**src/rtl/gpio_chain_sequencer.sv**
```systemverilog
// gpio_chain_sequencer: fetches one configuration word per GPIO block and shifts
// the whole chain out MSB first, then strobes the load line for two cycles.
`default_nettype none

module gpio_chain_sequencer #(
  parameter int NUM_GPIO      = 19,
  parameter int PAD_CTRL_BITS = 13
) (
  input  logic                     serial_clock,
  input  logic                     resetn,
  input  logic                     start,
  output logic [4:0]               cfg_addr,
  input  logic [PAD_CTRL_BITS-1:0] cfg_data,
  output logic                     chain_clock,
  output logic                     chain_data,
  output logic                     chain_load,
  output logic                     busy,
  output logic                     done
);

  localparam int BW = (PAD_CTRL_BITS > 1) ? $clog2(PAD_CTRL_BITS) : 1;
  localparam logic [BW-1:0] BIT_TOP  = BW'(PAD_CTRL_BITS - 1);
  localparam logic [4:0]    ADDR_TOP = 5'(NUM_GPIO - 1);

  typedef enum logic [2:0] {
    IDLE     = 3'd0,
    FETCH    = 3'd1,
    SHIFT_LO = 3'd2,
    SHIFT_HI = 3'd3,
    SETTLE   = 3'd4,
    LOAD     = 3'd5
  } state_t;

  state_t                   state, state_next;
  logic [PAD_CTRL_BITS-1:0] word, word_next;
  logic [BW-1:0]            bit_idx, bit_next;
  logic                     load_phase, load_next;
  logic [4:0]               addr_next;
  logic                     clk_next, data_next, ld_next, busy_next, done_next;

  // All outputs are registered: the next-cycle values are decoded here and
  // captured alongside the state, so every output is glitch-free.
  always_comb begin
    state_next = state;
    word_next  = word;
    bit_next   = bit_idx;
    load_next  = load_phase;
    addr_next  = cfg_addr;
    clk_next   = 1'b0;
    data_next  = 1'b0;
    ld_next    = 1'b0;
    done_next  = 1'b0;
    case (state)
      IDLE: begin
        if (start) begin
          state_next = FETCH;
          addr_next  = ADDR_TOP;
        end
      end
      FETCH: begin
        state_next = SHIFT_LO;
        word_next  = cfg_data;
        bit_next   = BIT_TOP;
        data_next  = cfg_data[BIT_TOP];
      end
      SHIFT_LO: begin
        state_next = SHIFT_HI;
        clk_next   = 1'b1;
        data_next  = chain_data;
      end
      SHIFT_HI: begin
        if (bit_idx != '0) begin
          state_next = SHIFT_LO;
          bit_next   = bit_idx - 1'b1;
          data_next  = word[bit_next];
        end else if (cfg_addr != 5'd0) begin
          state_next = FETCH;
          addr_next  = cfg_addr - 5'd1;
        end else begin
          state_next = SETTLE;
        end
      end
      SETTLE: begin
        state_next = LOAD;
        ld_next    = 1'b1;
        load_next  = 1'b0;
      end
      LOAD: begin
        if (!load_phase) begin
          load_next = 1'b1;
          ld_next   = 1'b1;
        end else begin
          state_next = IDLE;
          load_next  = 1'b0;
          done_next  = 1'b1;
        end
      end
      default: state_next = IDLE;
    endcase
    busy_next = (state_next != IDLE);
  end

  always_ff @(posedge serial_clock or negedge resetn) begin
    if (!resetn) begin
      state       <= IDLE;
      word        <= '0;
      bit_idx     <= '0;
      load_phase  <= 1'b0;
      cfg_addr    <= 5'd0;
      chain_clock <= 1'b0;
      chain_data  <= 1'b0;
      chain_load  <= 1'b0;
      busy        <= 1'b0;
      done        <= 1'b0;
    end else begin
      state       <= state_next;
      word        <= word_next;
      bit_idx     <= bit_next;
      load_phase  <= load_next;
      cfg_addr    <= addr_next;
      chain_clock <= clk_next;
      chain_data  <= data_next;
      chain_load  <= ld_next;
      busy        <= busy_next;
      done        <= done_next;
    end
  end

endmodule

`default_nettype wire

```
**config.mk**
```make
export PLATFORM = sky130hd
export DESIGN_NAME = gpio_chain_sequencer
export DESIGN_NICKNAME = d
export VERILOG_FILES = /design/src/rtl/gpio_chain_sequencer.sv
export SDC_FILE = /design/constraint.sdc
export NUM_CORES = 1
export LEC_CHECK = 0
export ABC_AREA = 1
export CORE_UTILIZATION = 52
export DETAILED_ROUTE_END_ITERATION = 8
export PLACE_DENSITY_LB_ADDON = 0.3
export SLEW_MARGIN = 20
export SYNTH_ARGS = -nofsm -noshare
export SYNTH_HDL_FRONTEND = slang
export SYNTH_SLANG_ARGS = --single-unit
```
**constraint.sdc**
```tcl
create_clock -name serial_clock -period 2.1 [get_ports serial_clock]
set_input_delay 0.525 -clock serial_clock [delete_from_list [all_inputs] [get_ports serial_clock]]
set_output_delay 0.525 -clock serial_clock [all_outputs]
set_load 0.005 [all_outputs]
```
Word-level counts from Yosys, hierarchy flattened
Cells that the tools add are included.

Register bits: 31. Bits of input ports: 16. Output and inout bits: 10. Word-level logic and storage cells: 52.

Add/sub/neg operators: 2. Order comparisons: 1. Equality and inequality tests: 9. Multiplexer cells: 21. Reductions and logical operators: 9.

Operators with widths (number): case mux 3 bit (6 select lines) (1); 2-to-1 mux 5 bit (3); 2-to-1 mux 3 bit (4); case mux 5 bit (2 select lines) (1); inequality test 2 bit (second input constant) (4); case mux 4 bit (2 select lines) (1); == test 3 x 2 -> 1 bit (second input constant) (2); == test 3 bit (second input constant) (2); 2-to-1 mux 1 bit (6); nonzero test 2 bit (3); less-than comparator 4 x 5 -> 1 bit (second input constant) (1); nonzero test 5 bit (1); subtractor 5 x 1 -> 5 bit (second input constant) (1); binary-select mux 1 bit (select 4 bit) (1); 2-to-1 mux 4 bit (1); case mux 1 bit (2 select lines) (2); AND reduction 4 bit (1); nonzero test 4 bit (1); subtractor 4 x 1 -> 4 bit (second input constant) (1); == test 3 x 1 -> 1 bit (second input constant) (1); zero test 3 bit (1); case mux 1 bit (3 select lines) (1); nonzero test 3 bit (1); AND reduction 2 bit (1).

Depth between registers and ports, before layout
Gate-level depths: netlist of run 1.

Depth in word-level cells: 5. Mapped depth: 12. Depth with buffers taken out: 11.

Worst setup path after synthesis of run 1
No wires, ideal clock.

Path kind: reg2reg. From: register bit_idx[0]. To: register chain_data. Setup time: 0.117 ns. Arrival: 1.350 ns. Data required time: 1.983 ns. Path slack: 0.632 ns. Stages on the path, launching flop included: 11. Buffers on the path: 2. Clock period less this slack: 1.468 ns. Cells stage by stage: dfrtp_1 > buf_6 > inv_4 > buf_6 > ha_1 > inv_1 > nand3_1 > nand3_1 > nand3_1 > nand3_1 > nand2_1.

Cells in the longest elaborated chain, start to end: 5. Elaborated cells between the ends (all ways): 6. Classes of those cells: 1 x add/sub; 4 x mux; 1 x reduce/logical.

RTL lines: start, declared (line 36) `logic [BW-1:0] bit_idx, bit_next;`; start signal, assigned (line 118) `bit_idx <= bit_next;`; subtractor 4 x 1 -> 4 bit (line 74) `bit_next = bit_idx - 1'b1;`; binary-select mux 1 bit (select 4 bit) (line 75) `data_next = word[bit_next];`; 2-to-1 mux 1 bit (not written as such) (line 75); 2-to-1 mux 1 bit * (line 72) `if (bit_idx != '0) begin`; case mux 1 bit (3 select lines) * (line 53) `case (state)`; end signal, assigned (line 122) `chain_data <= data_next;`; end, declared (line 15) `output logic chain_data,`.

Mark *: on every way between the ends. The rest lies on a longest branch, timed or not. The select of a mux whose other input is x is not followed. A chain may end at the register's enable or synchronous reset.

Worst setup path in the final report of run 1
From: register cfg_addr[2]. To: output cfg_addr[2].

RTL lines: start, declared (line 12) `output logic [4:0] cfg_addr,`; start signal, assigned (line 120) `cfg_addr <= addr_next;`.

No word-level cell between the ends.

==> impl_metrics.tcl, run 1 <==
set metrics [dict create \
    synthCells 197 \
    nets 246 \
    place_inst 251 \
    min_from "word[2]$_DFFE_PN0P_" \
    max_cap_violations 0 \
    ir_worst_vdd_mv 0.398 \
    placed_area_mm2 0.00183 \
    grt-ovfl-total 0 \
    cp.required_ns 1.57 \
    coreArea_mm2 0.00281 \
    syn_to_final_growth_pct 20.5 \
    antenna_found_initial 0 \
    ios 26 \
    holdBufCountCts 0 \
    cp_max_fo 5 \
    path_buf_inv 1 \
    syn_nets 216 \
    synthSimpleGateAreaFrac 0.311 \
    syn_avg_cell_area_um2 7.91 \
    ys_ff_latch 31 \
    io_buffer_count 25 \
    setup-violations-final 0 \
    tightest_slew_ns 0.374 \
    drc 2 \
    period_minus_slack_ns 1.86 \
    clockPowerShare 0.324 \
    crit_chain "clkdlybuf4s50_1" \
    netlist.area_leader.share 0.498 \
    end_kind "output port" \
    grt_util_all_layers 0.233 \
    reg2reg_slack_ns 0.46 \
    post-route-period-util 0.885 \
    pwr-share-seq 0.613 \
    max_stage_delay_ns 0.54 \
    ant_nets 0 \
    row_count 19 \
    drtIter0Drc 35 \
    cts_setup_buffers 0 \
    comb_power_share 0.063 \
    cts-htree-levels 2 \
    worstHoldPathType "flop to flop" \
    globalplace.congestion 0.942 \
    netSwitchingPower_w 0.000230 \
    r2r_cells 10 \
    rsz0062_at_grt "no" \
    postLayoutCellArea_mm2 0.00188 \
    failed_checks "design-rule violations" \
    synth_area_leaders "dfrtp_1 50%, nand2_1 17%, inv_1 6.0%, nand3_1 4.5%, nor2_1 2.9%" \
    final_cell_count_no_fill 259 \
    n_fill_cell 243 \
    wire_per_inst_um 11.9 \
    finalHoldViolations 0 \
    initial_core_util 0.556 \
    synth_cell_types 26 \
    cts_root_buf "clkbuf_4" \
    cts.sinks 31 \
    cp_top_family "buffers and inverters" \
    powerDensity_mw_per_mm2 536 \
    final_common_cell "nand2_1" \
    fmax_mhz 538 \
    p_leak_nw 1.01 \
    die_height_um 56.8 \
    tritoncts.num_buffers 5 \
    switching_share 0.229 \
    drive_above_1_share 0.110 \
    via_count 1327 \
    hold_path_end "word[2]$_DFFE_PN0P_" \
    arrival_ns 1.33 \
    final.setup.tns_ns 0 \
    outcome "finished, violations left" \
    viasPerCell 5.12 \
    finalPower_w 0.00101 \
    synth_fa_ha_area_frac 0.0241 \
    clk_latency_ns 0.34 \
    synth_top_family_by_area "simple AND/OR/NAND/NOR gates" \
    worstHoldPathCells 2 \
    finalHoldWorstSlack_ns 0.490 \
    r2r-start "bit_idx[0]$_DFFE_PN0P_" \
    synthMuxAreaShare 0 \
    fin_skew_ns 0.0137 \
    die_area_mm2 0.00322 \
    synth.cell_area_mm2 0.00156 \
    synth.largest_area_cell "dfrtp_1" \
    slew-limit-headroom 0.751 \
    grt_pass1_wl_um 5560 \
    die_w_um 56.8 \
    cts_tree "yes" \
    firstDrtPassIters 6 \
    final_cell_mix "72 x nand2_1, 31 x dfrtp_1, 25 x inv_1, 25 x clkdlybuf4s50_1, 14 x nand3_1" \
    n_antenna_cell 0 \
    clockBufferDepth 2 \
    dp_hpwl_um 2350 \
    p_int_w 0.000776 \
    criticalPathCategory "flop to output port" \
    synthXorXnorAreaFrac 0.0169 \
    path_clk_slew_ns 0.10 \
    reg2reg_to "chain_data$_DFFE_PN0N_" \
    crit_path_start_kind "flop" \
    grt_pass1_vias 1343 \
    synth_compound_area_frac 0.0530 \
    drt-total-wl_um 3080 \
    ys_seq_area_frac 0.498 \
    yosys_warnings 0 \
    maxSlewViolCount 0 \
    critPathSlowestCell "clkdlybuf4s50_1" \
    cts_resized 0 \
    grt_max_degree 32 \
]
[power by group through the flow]
stage	Combinational (W)	Clock [W]	Sequential (W)
floorplan	0.0000176	0	0.000627
detailed placement	0.0000644	0	0.000629
finish	0.0000632	0.000326	0.000617
global route	0.0000726	0.000357	0.000619
global placement	0.0000622	0	0.000629
CTS	0.0000648	0.000342	0.000617
[Yosys cell counts]
cell type / number
a22oi_1: 1
nand2_2: 5
o21ai_2: 1
clkinv_2: 1
nand2_4: 1
buf_2: 1
dfrtp_1: 31
inv_2: 3
nand3_2: 4
xnor2_1: 1
nand4_1: 1
o21ai_1: 6
buf_6: 2
nor3_1: 1
xor2_1: 2
nor2_1: 12
nand3_1: 14
a21oi_1: 2
inv_1: 25
inv_4: 1
o21ai_0: 4
nor2_2: 1
buf_4: 1
ha_1: 3
o22ai_1: 1
nand2_1: 72
[layer usage]
metal | wire, um | GRT usage | vias to the layer above
met3 | 123 | 0.0737 | 4
li1 | - | - | 666
met1 | 1230 | 0.231 | 629
met2 | 1670 | 0.434 | 28
met4 | 62 | 0.115 | 0
met5 | 0 | 0 | -
[kinds of logic after synthesis]
kind of cell	Yosys count
AOI/OAI and AO/OA	15
xor gates and xnor gates	3
adders and majority gates	3
buffers and inverters	34
DFF	31
and+or+nand+nor	111
[worst max-delay path by stage]
stage	start	end	slack, ns	depth (start not counted)
CTS	cfg_addr[2]$_DFFE_PN0P_	cfg_addr[2]	0.22	1
floorplan	bit_idx[0]$_DFFE_PN0P_	chain_data$_DFFE_PN0N_	0.63	10
detailed placement	bit_idx[0]$_DFFE_PN0P_	chain_data$_DFFE_PN0N_	0.49	10
global placement	start	cfg_addr[0]$_DFFE_PN0P_	0.52	6
finish	cfg_addr[2]$_DFFE_PN0P_	cfg_addr[2]	0.24	1
global route	cfg_addr[2]$_DFFE_PN0P_	cfg_addr[2]	0.19	1
[registers in the layout, summed over array words and instances (netlist names), 3 cells and up]
register and flops:
state 3, cfg_addr 5, word 13, bit_idx 4
[cell type report]
class                   instances  area (um^2)  share of cell area
clock inverters                 1         5.00             0.00266
flip-flops and latches         31          776               0.413
inverters                      30          116              0.0620
multi-input cells             132          632               0.336
repair buffers                 27          265               0.141
clock buffers                   7         45.0              0.0240
well taps                      31         38.8              0.0207
[stage by stage]
step / setup WS (ns) / util
finish: 0.242 / 0.669
global route: 0.185 / 0.669
CTS: 0.223 / 0.669
detailed placement: 0.491 / 0.652
global placement: 0.517 / 0.652
floorplan: 0.632 / -
(Power assumes the default switching activity.)
==> inputs of run 2 (changes only) <==
Settings changed: ABC_AREA 1 to unset, SLEW_MARGIN 20 to unset.
==> run 2 against run 1 <==
Against the previous run: the run now ends clean; global-route usage down 1.9 points; via count down 17%; critical path depth up 5; routed wire length down 5.2%; worst setup slack worse by 0.053 ns; sequential power up 1%; sequential share of layout area down 0.14 points; clock skew down 0.0065 ns; largest power group unchanged; highest routed layer unchanged.
==> impl_metrics.tcl, run 2 <==
set metrics [dict create \
    outcome "finished clean" \
    max_cap_violations 0 \
    setup-violations-final 0 \
    ant_nets 0 \
    finalHoldWorstSlack_ns 0.506 \
    top_register "word" \
    viasPerCell 5.70 \
    period_minus_slack_ns 1.91 \
    antenna_found_initial 0 \
    die_area_mm2 0.00315 \
    yosys-top-cells-count "31 x dfrtp_1, 14 x mux2_2, 9 x inv_1, 9 x nand2_1, 6 x o21ai_0" \
    powerDensity_mw_per_mm2 531 \
    rsz0062_at_grt "no" \
    post-route-period-util 0.910 \
    crit_chain "inv_1, ha_1, nor3b_1, nor3b_2, or4_1, a21oi_1" \
    arrival_ns 2.17 \
    reg_top3 "word: 13 flops, cfg_addr: 5 flops, bit_idx: 4 flops" \
    coreArea_mm2 0.00276 \
    synth.cell_area_mm2 0.00152 \
    maxSlewViolCount 0 \
    postLayoutCellArea_mm2 0.00188 \
    grt_max_degree 32 \
    grt_pass1_wl_um 5000 \
    io_buffer_count 25 \
    grt_util_all_layers 0.215 \
    nets 183 \
    cts_setup_buffers 0 \
    globalplace.congestion 0.786 \
    die_height_um 56.1 \
    tritoncts.num_buffers 5 \
    async_flop_share 1.00 \
    ir_worst_vdd_mv 0.581 \
    worstHoldPathCells 2 \
    largest_register_ffs 13 \
    initial_core_util 0.553 \
    ios 26 \
    cp_top_family "simple AND/OR/NAND/NOR gates" \
    wire_per_inst_um 15.0 \
    worstHoldPathType "flop to flop" \
    crit_path_start_kind "flop" \
    cts.sinks 31 \
    synthFlopType "dfrtp_1" \
    clockBufferDepth 2 \
    row_count 19 \
    criticalPathCategory "flop to flop" \
    dp_hpwl_um 2070 \
    drtIter0Drc 27 \
    final_cell_mix "31 x dfrtp_1, 25 x clkdlybuf4s50_1, 14 x mux2_2" \
    cp.required_ns 2.36 \
    p_leak_nw 0.814 \
    syn_nets 148 \
    holdBufCountCts 0 \
    ys_seq_area_frac 0.509 \
    die_w_um 56.1 \
    final_common_cell "dfrtp_1" \
    topRoutingLayerUsed "met4" \
    cts-htree-levels 2 \
    fin_skew_ns 0.00721 \
    wl_met1_um 1270 \
    tightest_slew_ns 0.502 \
    synthCells 129 \
    grt-ovfl-total 0 \
    yosys_warnings 0 \
    synth.largest_area_cell "dfrtp_1" \
    end_kind "flop" \
    met3_length_um 154 \
    grt_pass1_vias 1108 \
    pre_cts_slack_ns -0.0282 \
    max_stage_delay_ns 0.53 \
    cp_max_fo 9 \
    r2r_cells 6 \
    netlist.area_leader.share 0.509 \
    cts_root_buf "clkbuf_4" \
    wl_met2_um 1440 \
    path_clk_slew_ns 0.09 \
    drc 0 \
    cts_resized 0 \
    drive_above_1_share 0.221 \
    slew-limit-headroom 0.664 \
    syn_to_final_growth_pct 23.6 \
    via_count 1106 \
    cts_tree "yes" \
    ys_ff_latch 31 \
    synth_area_leaders "dfrtp_1 51%, mux2_2 10%, mux4_2 4.4%, ha_1 2.5%, inv_1 2.2%" \
    firstDrtPassIters 4 \
    placed_area_mm2 0.00184 \
    synth_edf_count 0 \
    crit_cells 6 \
    drt-total-wl_um 2920 \
    n_antenna_cell 0 \
    fmax_mhz 523 \
    critPathSlowestCell "or4_1" \
    finalHoldViolations 0 \
    yosysMostFrequentCell "dfrtp_1" \
    path_buf_inv 1 \
    synth_cell_types 35 \
    syn_avg_cell_area_um2 11.8 \
    clk_latency_ns 0.33 \
    fin_ws_ns 0.189 \
]
-- run 2: cell types whose count changed after synthesis, moves of 4 or more --
cell / change
inv_1: -16
mux2_2: +14
nand2_1: -63
nand2_2: -5
nand3_1: -9
nand3_2: -4
nor2_1: -8
o21ai_1: -6
o31ai_1: +4
or4_1: +4
-- run 2: final cells by class --
type                       instances  area (um^2)
multi-input combinational         82          669
inverter                           9         33.8
tap                               31         38.8
timing repair buffer              35          325
sequential                        31          776
clock buffer                       6         41.3
fill                             220          873
-- run 2: path summary, 6_finish.rpt --
kind | startpoint | endpoint | slack (ns)
hold reg to reg | load_phase$_DFFE_PN0P_ | load_phase$_DFFE_PN0P_ | 0.51
hold / removal | load_phase$_DFFE_PN0P_ | load_phase$_DFFE_PN0P_ | 0.51
setup reg to reg | bit_idx[1]$_DFFE_PN0P_ | cfg_addr[3]$_DFFE_PN0P_ | 0.19
min in group asynchronous | resetn | chain_load$_DFF_PN0_ | 0.58
setup / recovery | bit_idx[1]$_DFFE_PN0P_ | cfg_addr[3]$_DFFE_PN0P_ | 0.19
max in group asynchronous | resetn | word[11]$_DFFE_PN0P_ | 1.23
-- run 2: logic make-up (layout without fill, tap and decap cells) --
group	count (synthesis)	count (layout)	share of synthesized area
compound gates	22	22	0.103
xor+xnor	1	1	0.00575
fa+ha+maj	3	3	0.0246
buf+inv	16	50	0.0517
flops	31	31	0.509
mux	17	17	0.148
simple gates	39	39	0.158
-- run 2: report_power, final --
| group | switching (W) | leakage, nW | internal [W] | total (W) |
|---|---|---|---|---|
| combinational | 0.0000242 | 0.423 | 0.0000498 | 0.0000740 |
| sequential | 0.0000105 | 0.367 | 0.000613 | 0.000623 |
| clock | 0.000184 | 0.0242 | 0.000119 | 0.000302 |
-- run 2: worst register-to-register path, stage by stage, from the launching register on --
cell and delay, ns:
dfrtp_1 0.40, inv_1 0.07, ha_1 0.21, nor3b_1 0.32, nor3b_2 0.16, or4_1 0.53, a21oi_1 0.15
-- run 2: through the flow --
stage | instances | TNS, ns | utilization | power, W
after global placement | 188 | 0 | 0.668 | 0.000706
after global routing | 194 | 0 | 0.683 | 0.00104
after detailed placement | 188 | -0.0282 | 0.668 | 0.000710
after CTS | 194 | 0 | 0.683 | 0.00100
after floorplan | 129 | 0 | - | 0.000654
final | 194 | 0 | 0.683 | 0.00100
-- run 2: routing by layer --
layer,vias up,global-route usage
met5,-,0
met2,34,0.344
met4,0,0.132
met3,5,0.0581
met1,527,0.257
li1,540,-
==> inputs of run 3 (changes only) <==
Settings changed: CAP_MARGIN set to 20, CORE_UTILIZATION 52 to 45.
==> run 3 against run 2 <==
Against the previous run: clock-buffer cell count stayed put; die area is 15% higher; sequential cell count stayed put; largest power group unchanged; critical path type unchanged.
==> impl_metrics.tcl, run 3 (synthesis gave the netlist of run 2 again) <==
set metrics [dict create \
    grt-ovfl-total 0 \
    pre_cts_slack_ns 0.0277 \
    r2r-start "bit_idx[1]$_DFFE_PN0P_" \
    final_common_cell "dfrtp_1" \
    arrival_ns 2.14 \
    row_count 20 \
    cts_root_buf "clkbuf_4" \
    drtIter0Drc 72 \
    fin_skew_ns 0.0159 \
    reg2reg_to "bit_idx[0]$_DFFE_PN0P_" \
    antenna_found_initial 0 \
    powerDensity_mw_per_mm2 605 \
    fmax_mhz 516 \
    viasPerCell 5.45 \
    cts.sinks 31 \
    crit_path_start_kind "flop" \
    final_cell_mix "31 x dfrtp_1, 25 x clkdlybuf4s50_1, 14 x mux2_2" \
    clockBufferDepth 2 \
    drc 0 \
    largest_register_ffs 13 \
    hold_path_end "word[8]$_DFFE_PN0P_" \
    tritoncts.num_buffers 5 \
    ios 26 \
    wire_per_inst_um 13.6 \
    max_stage_delay_ns 0.58 \
    period_minus_slack_ns 1.94 \
    initial_core_util 0.487 \
    n_antenna_cell 0 \
    switching_share 0.197 \
    drive_above_1_share 0.238 \
    criticalPathCategory "flop to flop" \
    netSwitchingPower_w 0.000232 \
    cp.required_ns 2.30 \
    cpMostUsedCell "nor3b_2" \
    postLayoutCellArea_mm2 0.00194 \
    slew-limit-headroom 0.541 \
    n_fill_cell 265 \
    final.setup.tns_ns 0 \
    cp_top_family "simple AND/OR/NAND/NOR gates" \
    finalPower_w 0.00118 \
    pwr-share-seq 0.530 \
    globalplace.congestion 0.801 \
    path_clk_slew_ns 0.11 \
    top_register "word" \
    io_buffer_count 25 \
    tightest_slew_ns 0.685 \
    cts_resized 0 \
    p_int_w 0.000944 \
    ant_nets 0 \
    critPathSlowestCell "nor3b_2" \
    utilization 0.621 \
    p_leak_nw 0.840 \
    dp_hpwl_um 2050 \
    fin_ws_ns 0.160 \
    ir_worst_vdd_mv 0.460 \
    max_cap_violations 0 \
    cts_setup_buffers 0 \
    nets 182 \
    cts_tree "yes" \
    comb_power_share 0.063 \
    drt-total-wl_um 2840 \
    min_from "word[8]$_DFFE_PN0P_" \
    outcome "finished clean" \
    cts-htree-levels 2 \
    die_height_um 60.2 \
    end_kind "flop" \
    maxSlewViolCount 0 \
    firstDrtPassIters 4 \
    cp_max_fo 13 \
    placed_area_mm2 0.00185 \
    via_count 1133 \
    grt_pass1_wl_um 4720 \
    grt_max_degree 32 \
    post-route-period-util 0.924 \
    syn_to_final_growth_pct 27.5 \
    worstHoldPathType "flop to flop" \
    grt_pass1_vias 1107 \
    die_w_um 60.2 \
    holdBufCountCts 0 \
    path_buf_inv 1 \
    reg2reg_slack_ns 0.16 \
    die_area_mm2 0.00362 \
    r2r_cells 6 \
    finalHoldViolations 0 \
    worstHoldPathCells 1 \
    clk_latency_ns 0.33 \
    setup-violations-final 0 \
    coreArea_mm2 0.00313 \
    rsz0062_at_grt "no" \
    crit_chain "inv_1, ha_1, nor3b_2, nor3b_2, nor2_1, mux2_2" \
    clockPowerShare 0.407 \
    reg_top3 "word: 13 flops, cfg_addr: 5 flops, bit_idx: 4 flops" \
    grt_util_all_layers 0.180 \
]
## run 3: changes by cell type in the layout (fill, tap and decap cells not counted)
cell       before  now
clkbuf_1        1    0
clkbuf_8        0    1
clkinv_2        0    1
buf_4          10    9
nor3b_2         1    2
nor3b_1         1    0
bufinv_16       0    1
## run 3: area by class of cell
cell class | count | area, um^2 | area share
Multi-Input combinational cell | 82 | 674 | 0.347
Timing Repair Buffer | 34 | 318 | 0.164
Sequential cell | 31 | 776 | 0.399
Clock buffer | 6 | 51.3 | 0.0264
Clock inverter | 2 | 35.0 | 0.0180
Tap cell | 44 | 55.1 | 0.0283
Inverter | 9 | 33.8 | 0.0174
## run 3: routing by layer
metal | up-vias | part of all wire | global-route usage | wire (um)
li1 | 539 | - | - | -
met1 | 548 | 0.46 | 0.222 | 1290
met2 | 36 | 0.48 | 0.286 | 1360
met3 | 10 | 0.047 | 0.0519 | 133
met4 | 0 | 0.016 | 0.0930 | 46
met5 | - | 0 | 0 | 0
## run 3: per-stage QoR
stage | cells | hold WS (ns)
detailed placement | 200 | 0.495
global placement | 200 | 0.487
global route | 208 | 0.536
CTS | 208 | 0.519
floorplan | 129 | 0.229
finish | 208 | 0.514
## run 3: worst max-delay path by stage
stage                            from  cells after the start                       to  slack (ns)
5_1_grt        bit_idx[1]$_DFFE_PN0P_                      6   bit_idx[0]$_DFFE_PN0P_      0.0003
6_report       bit_idx[1]$_DFFE_PN0P_                      6   bit_idx[0]$_DFFE_PN0P_        0.16
2_1_floorplan  bit_idx[0]$_DFFE_PN0P_                      7  cfg_addr[3]$_DFFE_PN0P_        0.17
3_5_place_dp                    start                      5  cfg_addr[3]$_DFFE_PN0P_        0.03
3_3_place_gp                    start                      5  cfg_addr[3]$_DFFE_PN0P_        0.05
4_1_cts        bit_idx[1]$_DFFE_PN0P_                      6  cfg_addr[3]$_DFFE_PN0P_        0.16
## run 3: worst reg2reg max path: stages, from the launching register on
cell and delay [ns]:
dfrtp_1 0.37, inv_1 0.06, ha_1 0.23, nor3b_2 0.19, nor3b_2 0.58, nor2_1 0.11, mux2_2 0.29
## run 3: power groups by stage
stage          clock network (W)  registers (W)   logic, W
2_1_floorplan                  0       0.000632  0.0000212
3_3_place_gp                   0       0.000634  0.0000726
3_5_place_dp                   0       0.000635  0.0000756
4_1_cts                 0.000491       0.000624  0.0000756
5_1_grt                 0.000522       0.000626  0.0000811
6_report                0.000479       0.000624  0.0000740
